[src/rtl/pipeline_scoreboard_if.sv]
// ID-stage request and scoreboard response bundle for the hazard/forwarding scoreboard.
interface pipeline_scoreboard_if #(
  parameter int TAG_W = 4,
  parameter int SEL_W = 2
);
  logic                    hold;
  logic                    flush;
  logic                    id_valid;
  logic                    id_wb_en;
  logic                    id_mem_r_en;
  logic [TAG_W-1:0]        id_dest;
  logic [TAG_W-1:0]        id_src1;
  logic [TAG_W-1:0]        id_src2;
  logic                    id_two_src;
  logic                    hazard;
  logic [SEL_W-1:0]        fwd_sel1;
  logic [SEL_W-1:0]        fwd_sel2;
  logic [(1<<TAG_W)-1:0]   busy_mask;
  logic [SEL_W-1:0]        inflight_cnt;
  logic [15:0]             stall_cnt;

  modport master (
    output hold, flush, id_valid, id_wb_en, id_mem_r_en, id_dest, id_src1, id_src2, id_two_src,
    input  hazard, fwd_sel1, fwd_sel2, busy_mask, inflight_cnt, stall_cnt
  );

  modport slave (
    input  hold, flush, id_valid, id_wb_en, id_mem_r_en, id_dest, id_src1, id_src2, id_two_src,
    output hazard, fwd_sel1, fwd_sel2, busy_mask, inflight_cnt, stall_cnt
  );
endinterface

[src/rtl/pipeline_scoreboard.sv]
// Hazard/forwarding scoreboard: tracks in-flight register writes from EXE to the stage
// before register-file write, and decides per ID operand whether to stall or forward.
module pipeline_scoreboard #(
  parameter int TAG_W      = 4,
  parameter int DEPTH      = 2,
  parameter int FORWARD_EN = 1,
  parameter int LOAD_STAGE = 1,
  parameter int SEL_W      = 2
) (
  input logic                clk,
  input logic                rst,
  pipeline_scoreboard_if.slave sb
);

  logic [DEPTH-1:0]      ent_valid;
  logic [DEPTH-1:0]      ent_load;
  logic [TAG_W-1:0]      ent_dest [DEPTH];

  logic                  hit1, hit2;
  logic [SEL_W-1:0]      age1, age2;
  logic                  haz1, haz2;
  logic [SEL_W-1:0]      sel1, sel2;
  logic [(1<<TAG_W)-1:0] busy;
  logic [SEL_W-1:0]      cnt;
  logic                  issue;
  logic [15:0]           stall_q;

  // Youngest-match search: scanning oldest to youngest lets the youngest hit win.
  always_comb begin
    hit1 = 1'b0;
    hit2 = 1'b0;
    age1 = '0;
    age2 = '0;
    for (int k = DEPTH-1; k >= 0; k--) begin
      if (ent_valid[k] && ent_dest[k] == sb.id_src1) begin
        hit1 = 1'b1;
        age1 = SEL_W'(k);
      end
      if (ent_valid[k] && ent_dest[k] == sb.id_src2) begin
        hit2 = 1'b1;
        age2 = SEL_W'(k);
      end
    end
  end

  // Per-operand stall/forward decision; a load too young to have its data stalls.
  always_comb begin
    haz1 = 1'b0;
    haz2 = 1'b0;
    sel1 = '0;
    sel2 = '0;
    if (FORWARD_EN == 0) begin
      haz1 = sb.id_valid & hit1;
      haz2 = sb.id_valid & sb.id_two_src & hit2;
    end else begin
      if (sb.id_valid && hit1) begin
        if (ent_load[age1] && int'(age1) < LOAD_STAGE) haz1 = 1'b1;
        else                                           sel1 = age1 + SEL_W'(1);
      end
      if (sb.id_valid && sb.id_two_src && hit2) begin
        if (ent_load[age2] && int'(age2) < LOAD_STAGE) haz2 = 1'b1;
        else                                           sel2 = age2 + SEL_W'(1);
      end
    end
  end

  // Occupancy view: per-register busy bits and count of valid entries.
  always_comb begin
    busy = '0;
    cnt  = '0;
    for (int k = 0; k < DEPTH; k++) begin
      if (ent_valid[k]) begin
        busy[ent_dest[k]] = 1'b1;
        cnt               = cnt + SEL_W'(1);
      end
    end
  end

  assign issue = sb.id_valid & sb.id_wb_en & ~sb.hazard & ~sb.flush;

  // Shift pipe: advance one stage per cycle unless the back end holds; bubble when not issuing.
  always_ff @(posedge clk) begin
    if (rst) begin
      ent_valid <= '0;
      ent_load  <= '0;
      for (int k = 0; k < DEPTH; k++) ent_dest[k] <= '0;
    end else if (!sb.hold) begin
      for (int k = DEPTH-1; k >= 1; k--) begin
        ent_valid[k] <= ent_valid[k-1];
        ent_load[k]  <= ent_load[k-1];
        ent_dest[k]  <= ent_dest[k-1];
      end
      ent_valid[0] <= issue;
      ent_load[0]  <= issue & sb.id_mem_r_en;
      ent_dest[0]  <= sb.id_dest;
    end
  end

  // Saturating count of cycles spent frozen, including cycles under hold.
  always_ff @(posedge clk) begin
    if (rst)                                stall_q <= '0;
    else if (sb.hazard && stall_q != '1)    stall_q <= stall_q + 16'd1;
  end

  assign sb.hazard       = haz1 | haz2;
  assign sb.fwd_sel1     = sel1;
  assign sb.fwd_sel2     = sel2;
  assign sb.busy_mask    = busy;
  assign sb.inflight_cnt = cnt;
  assign sb.stall_cnt    = stall_q;

endmodule

[src/flat_wrapper.sv]
// flat-port wrapper written by rule: the top's interface ports become plain ports
module pipeline_scoreboard_flat 
#(
  parameter int TAG_W      = 4,
  parameter int DEPTH      = 2,
  parameter int FORWARD_EN = 1,
  parameter int LOAD_STAGE = 1,
  parameter int SEL_W      = 2
)
  (clk, rst, sb_hold, sb_flush, sb_id_valid, sb_id_wb_en, sb_id_mem_r_en, sb_id_dest, sb_id_src1, sb_id_src2, sb_id_two_src, sb_hazard, sb_fwd_sel1, sb_fwd_sel2, sb_busy_mask, sb_inflight_cnt, sb_stall_cnt);
  pipeline_scoreboard_if #(.TAG_W(TAG_W), .SEL_W(SEL_W)) sb_i ();
  input logic clk;
  input logic rst;
  input wire logic [$bits(sb_i.hold)-1:0] sb_hold;
  input wire logic [$bits(sb_i.flush)-1:0] sb_flush;
  input wire logic [$bits(sb_i.id_valid)-1:0] sb_id_valid;
  input wire logic [$bits(sb_i.id_wb_en)-1:0] sb_id_wb_en;
  input wire logic [$bits(sb_i.id_mem_r_en)-1:0] sb_id_mem_r_en;
  input wire logic [$bits(sb_i.id_dest)-1:0] sb_id_dest;
  input wire logic [$bits(sb_i.id_src1)-1:0] sb_id_src1;
  input wire logic [$bits(sb_i.id_src2)-1:0] sb_id_src2;
  input wire logic [$bits(sb_i.id_two_src)-1:0] sb_id_two_src;
  output wire logic [$bits(sb_i.hazard)-1:0] sb_hazard;
  output wire logic [$bits(sb_i.fwd_sel1)-1:0] sb_fwd_sel1;
  output wire logic [$bits(sb_i.fwd_sel2)-1:0] sb_fwd_sel2;
  output wire logic [$bits(sb_i.busy_mask)-1:0] sb_busy_mask;
  output wire logic [$bits(sb_i.inflight_cnt)-1:0] sb_inflight_cnt;
  output wire logic [$bits(sb_i.stall_cnt)-1:0] sb_stall_cnt;
  assign sb_i.hold = sb_hold;
  assign sb_i.flush = sb_flush;
  assign sb_i.id_valid = sb_id_valid;
  assign sb_i.id_wb_en = sb_id_wb_en;
  assign sb_i.id_mem_r_en = sb_id_mem_r_en;
  assign sb_i.id_dest = sb_id_dest;
  assign sb_i.id_src1 = sb_id_src1;
  assign sb_i.id_src2 = sb_id_src2;
  assign sb_i.id_two_src = sb_id_two_src;
  assign sb_hazard = sb_i.hazard;
  assign sb_fwd_sel1 = sb_i.fwd_sel1;
  assign sb_fwd_sel2 = sb_i.fwd_sel2;
  assign sb_busy_mask = sb_i.busy_mask;
  assign sb_inflight_cnt = sb_i.inflight_cnt;
  assign sb_stall_cnt = sb_i.stall_cnt;
  pipeline_scoreboard #(.TAG_W(TAG_W), .DEPTH(DEPTH), .FORWARD_EN(FORWARD_EN), .LOAD_STAGE(LOAD_STAGE), .SEL_W(SEL_W)) u_core (.clk(clk), .rst(rst), .sb(sb_i));
endmodule
[config.mk]
export PLATFORM = sky130hd
export DESIGN_NAME = pipeline_scoreboard_flat
export DESIGN_NICKNAME = d
export VERILOG_FILES = /design/src/rtl/pipeline_scoreboard_if.sv /design/src/rtl/pipeline_scoreboard.sv /design/src/flat_wrapper.sv
export SDC_FILE = /design/constraint.sdc
export NUM_CORES = 1
export LEC_CHECK = 0
export CAP_MARGIN = 40
export CORE_MARGIN = 2
export CORE_UTILIZATION = 40
export DETAILED_ROUTE_END_ITERATION = 8
export PLACE_DENSITY_LB_ADDON = 0.15
export SLEW_MARGIN = 10
export SYNTH_ARGS = -nofsm -noshare
export SYNTH_HDL_FRONTEND = slang
export SYNTH_SLANG_ARGS = --single-unit
[constraint.sdc]
create_clock -name clk -period 2.6 [get_ports clk]
set_input_delay 0.65 -clock clk [delete_from_list [all_inputs] [get_ports clk]]
set_output_delay 0.65 -clock clk [all_outputs]
set_load 0.01 [all_outputs]
# Word-level counts from Yosys, hierarchy flattened
# Memory sizes are Yosys's and may differ from the RTL's.
# Index checks and enable logic that the tools add are counted.
# totals
regBits	20
n_memories	1
in_bits	20
word_cells	78
ramBits	8
# memory_table
name	words	word_bits	read_ports	rd_clocked_by_memory_dff	wr	line	source
u_core.ent_dest	2	4	2	0	2	pipeline_scoreboard.sv:17	logic [TAG_W-1:0] ent_dest [DEPTH];
# classes
add_sub_neg	4
muxes	35
n_lt_le_gt_ge	8
n_reduce_logical	12
bitwise	10
n_eq_ne	5
# ops
op	count
$mux W16	2
$mux W1	24
$add A16 B1 Y16 const B	1
$eq A4 B4 Y1	4
$ne A16 B16 Y1 const B	1
$or A16 B16 Y16	1
$logic_and A1 B1 Y1	12
$lt A4 B5 Y1 const B	2
$mux W2	5
$demux W1 S4	2
$ge A4 B1 Y1 const B	2
$mux W4	2
$add A1 B1 Y2 const B	3
$and A1 B1 Y1	4
$lt A1 B2 Y1 const B	2
$or A1 B1 Y1	3
$lt A1 B1 Y1 const B	2
$not A1 Y1	2

# Longest topological paths before layout
# Gate-level depths: netlist of the first run.
# An unclocked memory read counts as a cell.
# logic_depth
depth_word	15
mapped_depth	8

# Worst setup path after synthesis of the first run
# OpenSTA, ideal clock, no wires.
# synth_timing
path_type	input to output
startpoint	in sb_id_src1[1]
endpoint	out sb_fwd_sel1[1]
required_time_ns	1.950
path_stages	4
path_buffers	0
path_slack_ns	0.258
arrival_time_ns	1.692
path_cell_list	xnor2_1 > nand4_1 > o21ai_0 > a2111oi_0
# synth_via
elab_chain_len	9
word_cells_on_any_way	16
classes_between	add/sub (1); order compare (1); eq/ne (2); mux (8); reduce/logical (4)
# synth_rtl
element	line	source
start, declared	flat_wrapper.sv:20	input wire logic [$bits(sb_i.id_src1)-1:0] sb_id_src1;
$eq A4 B4 Y1	pipeline_scoreboard.sv:35	if (ent_valid[k] && ent_dest[k] == sb.id_src1) begin
$logic_and A1 B1 Y1	pipeline_scoreboard.sv:35	
$mux W1 (2 in a row)	pipeline_scoreboard.sv:35	
$mux W1 (not written as such) (2 in a row)	pipeline_scoreboard.sv:57	if (ent_load[age1] && int'(age1) < LOAD_STAGE) haz1 = 1'b1;
$logic_and A1 B1 Y1	pipeline_scoreboard.sv:57	
$mux W2	pipeline_scoreboard.sv:57	
$mux W2 *	pipeline_scoreboard.sv:56	if (sb.id_valid && hit1) begin
end, declared	flat_wrapper.sv:24	output wire logic [$bits(sb_i.fwd_sel1)-1:0] sb_fwd_sel1;
# Every way passes the cells marked *; elsewhere a longest branch is shown, timed or not. The select of a mux whose other input is x is not followed.

# Worst setup path in the final report of the first run
# layout_timing
startpoint	in sb_id_src2[2]
endpoint	out sb_hazard
# layout_via
elab_chain_len	10
word_cells_on_any_way	16
classes_between	order compare (1); eq/ne (2); mux (8); bitwise (1); reduce/logical (4)
# layout_rtl
element	line	source
start, declared	flat_wrapper.sv:21	input wire logic [$bits(sb_i.id_src2)-1:0] sb_id_src2;
$eq A4 B4 Y1	pipeline_scoreboard.sv:39	if (ent_valid[k] && ent_dest[k] == sb.id_src2) begin
$logic_and A1 B1 Y1	pipeline_scoreboard.sv:39	
$mux W1 (2 in a row)	pipeline_scoreboard.sv:39	
$mux W1 (not written as such) (2 in a row)	pipeline_scoreboard.sv:61	if (ent_load[age2] && int'(age2) < LOAD_STAGE) haz2 = 1'b1;
$logic_and A1 B1 Y1	pipeline_scoreboard.sv:61	
$mux W1	pipeline_scoreboard.sv:61	
$mux W1 *	pipeline_scoreboard.sv:60	if (sb.id_valid && sb.id_two_src && hit2) begin
$or A1 B1 Y1 *	pipeline_scoreboard.sv:105	assign sb.hazard = haz1 | haz2;
end, declared	flat_wrapper.sv:23	output wire logic [$bits(sb_i.hazard)-1:0] sb_hazard;
# Marked as above.

==> run metrics, run 1 <==
worst skew pair latency=around 0.27 ns; critical path endpoint=sb_hazard; critical path class=in -> out; EDFF count, synth=8; worst r2r path cells=7; Avg Synthesized Cell Area=8.66 µm²; worst reg-to-reg setup slack=roughly 0.16 ns; vias in the first global route=between 1500 and 2000; clk sinks=27; Max Fanout on Critical Path=4; share of layout cells above drive strength 1=0.205; clock-pin slew on the worst setup and hold paths=0.09 ns; Placement Cell Area=0.00259 mm²; most frequent cell after synthesis=dfxtp_1; H-tree depth=1; sequential area share after synthesis=0.336; CTS root buf=clkbuf_8; routed wire length=approximately 4800 µm; Hold Path Class=reg -> reg; post-route cell area=around 0.0027 mm²; Pwr Density=between 300 and 400 mW/mm²; GRT busiest layer=met2; result of the run=finished, final reports clean; relative slew slack=0.767; FP Rows=24; wire length per cell=approximately 14 µm; leading area contributor after synthesis=dfxtp_1; gr ovfl total=0; final hold violation count=0; post-synthesis cell type count=40; DR iter-0 viols=between 150 and 200; Critical Path AT=roughly 1.9 ns; TritonCTS clock tree=yes; WHS=0.505 ns; CP endpoint kind=output port; peak supply drop=0.000309 V; worst r2r src=u_core.ent_dest[0][3]; largest stage delay on the critical path=0.37 ns; Core Region=roughly 0.0044 mm²; # DRC=0; Reg-to-Reg End=u_core.sb.stall_cnt[8]; Synth top area share=0.206; prevailing post-synth register cell=dfxtp_1; mapped cell area=about 0.0018 mm²; DIE AREA=approximately 0.0052 mm²; Max Root-Sink Buffers=2; crit-path cells=dlygate4sd2_1, xnor2_4, nand4_4, o32a_4, inv_1, clkdlybuf4s15_2; fmax=~0.39 GHz; Yosys warnings=0; crit share post-route=0.978; RD Place Congestion=~0.8; Die W=71.9 µm; Leak=1.07 nW; Net Count, Synth=around 240; Startpoint Class=input port; largest net degree at the start of global routing=31; num ports=59; Die Ht=between 70 and 80 µm; crit path time final=~2.5 ns; Buffers on Ports=58; Clock Skew=0.0108 ns; Layout Nets=between 300 and 400; RSZ-0062 raised after global routing=no; top area cells in the synthesized netlist=dfxtp_1 21%, edfxtp_1 13%, o22ai_1 4.7%, xnor2_4 4.5%, nand3_1 4.1%; Setup TNS Final=0 ns; CTS Buf Count=3; met1 track demand over resource=0.278; fill cell count=roughly 440; final setup violation count=0; initial antenna violation count=0; Starting Density=0.418; via count=1878; Placement Setup Slack=-0.630 ns; Synth top cells by count=19 x dfxtp_1, 15 x nand3_1, 14 x o22ai_1, 13 x a21oi_1, 12 x nor2_1; Pre-Repair DR Iteration Count=4; Via density=5.51; met3 GRT Util=0.0222; max-cap viol count=0; final worst slack=between 0.05 and 0.06 ns; GRT Total Usage=0.188; asr flop ratio synth=0; met2 GRT Util=0.296; synthesized flop and latch total=27; post-synthesis cell count=213; P&R area growth vs syn=45.1%; cts hold-fix bufs=0; Critical Path Start=sb_id_src2[2]; Worst path slowest cell=o32a_4; post-DP HPWL=3760 µm; Critical Path RT=1.95 ns; first-pass GRT wire length=between 7000 and 8000 µm; max-slew violations=0; worst-margin pin slew=roughly 0.35 ns; antenna viol nets, final=0
cells by family (layout without fill, tap and decap cells):
group,after synthesis,in the layout,synth area share
and+or+nand+nor,85,85,0.264
AOI/OAI and AO/OA,55,55,0.195
DFF,27,27,0.336
buffers and inverters,26,101,0.0705
xor gates and xnor gates,14,14,0.0969
muxes,4,4,0.0237
adders and majority gates,2,2,0.0136
other,0,1,0
final cells by class:
type,instances,area (µm²),area share
tap,52,65.1,0.0243
clock inverter,1,5.00,0.00187
inverter,8,30.0,0.0112
timing repair buffer,89,787,0.294
multi-input combinational,160,1130,0.421
antenna,1,2.50,0.000935
sequential,27,621,0.232
clock buffer,3,41.3,0.0154
critical path, delay by kind of cell:
family                 cells  cell delay [ns]
buffers and inverters      3             0.56
AO/OA/AOI/OAI              1             0.37
XOR/XNOR                   1             0.17
AND/OR/NAND/NOR            1             0.14
worst min-delay path by stage:
stage | start | endpoint | slack (ns) | depth (start not counted)
after global placement | u_core.sb.stall_cnt[9] | u_core.sb.stall_cnt[9] | 0.49 | 2
after global routing | u_core.sb.stall_cnt[9] | u_core.sb.stall_cnt[9] | 0.53 | 2
after CTS | u_core.sb.stall_cnt[9] | u_core.sb.stall_cnt[9] | 0.51 | 2
after detailed placement | u_core.sb.stall_cnt[9] | u_core.sb.stall_cnt[9] | 0.49 | 2
final | u_core.sb.stall_cnt[9] | u_core.sb.stall_cnt[9] | 0.51 | 2
after floorplan | u_core.ent_load[0] | u_core.ent_load[0] | 0.50 | 1
state kept, by name (all words and copies together) (netlist names):
register,count
u_core.sb.stall_cnt,16
u_core.ent_valid,2
u_core.ent_dest,8
u_core.ent_load,1
layer usage:
| metal | vias up | wire length, µm |
|---|---|---|
| met3 | 2 | 281 |
| met1 | 865 | 2260 |
| met4 | 0 | 25 |
| li1 | 954 | - |
| met2 | 57 | 2270 |
| met5 | - | 0 |
power breakdown:
| part | switching, W | internal, W |
|---|---|---|
| registers | 0.0000104 | 0.000444 |
| logic | 0.0000828 | 0.0000947 |
| clock network | 0.000129 | 0.000107 |
stage by stage:
step                       util  power, W  cells
final                     0.607  0.000869    341
after global routing      0.606  0.000907    340
after CTS                 0.599  0.000869    339
after detailed placement  0.588  0.000633    332
after global placement    0.588  0.000631    332
after floorplan               -  0.000556    213
timing repair:
| item | 4_1_cts | 5_1_grt |
|---|---|---|
| gates resized for setup | 35 | 21 |
| pin swaps | 3 | 7 |
| endpoints found under the setup margin | 18 | 11 |
| buffers inserted | 3 | 1 |
cells in the final DEF (no fill, tap or decap), types with 4 or more instances in the layout:
cell type / n
a21oi_1: 13
and2_1: 6
buf_4: 30
clkbuf_2: 4
clkdlybuf4s50_1: 31
dfxtp_1: 19
dlygate4sd2_1: 13
dlymetal6s2s_1: 6
edfxtp_1: 8
inv_1: 8
nand2_1: 8
nand3_1: 15
nand4_1: 7
nor2_1: 12
nor3_1: 5
o21ai_0: 8
o22ai_1: 14
o31ai_1: 7
or3_1: 7
or4_1: 7
xnor2_1: 5
xor2_1: 4
Power figures use the tool's default switching activity.
==> run 2: changes to the inputs <==
CAP_MARGIN = unset   (was 40)
==> results of run 2 <==
Same layout as run 1: the final DEF is identical, and so are final timing and power.
==> run 3: changes to the inputs <==
CAP_MARGIN = 20   (was unset)
==> results of run 3 <==
Same layout as run 1: the final DEF is identical, and so are final timing and power.
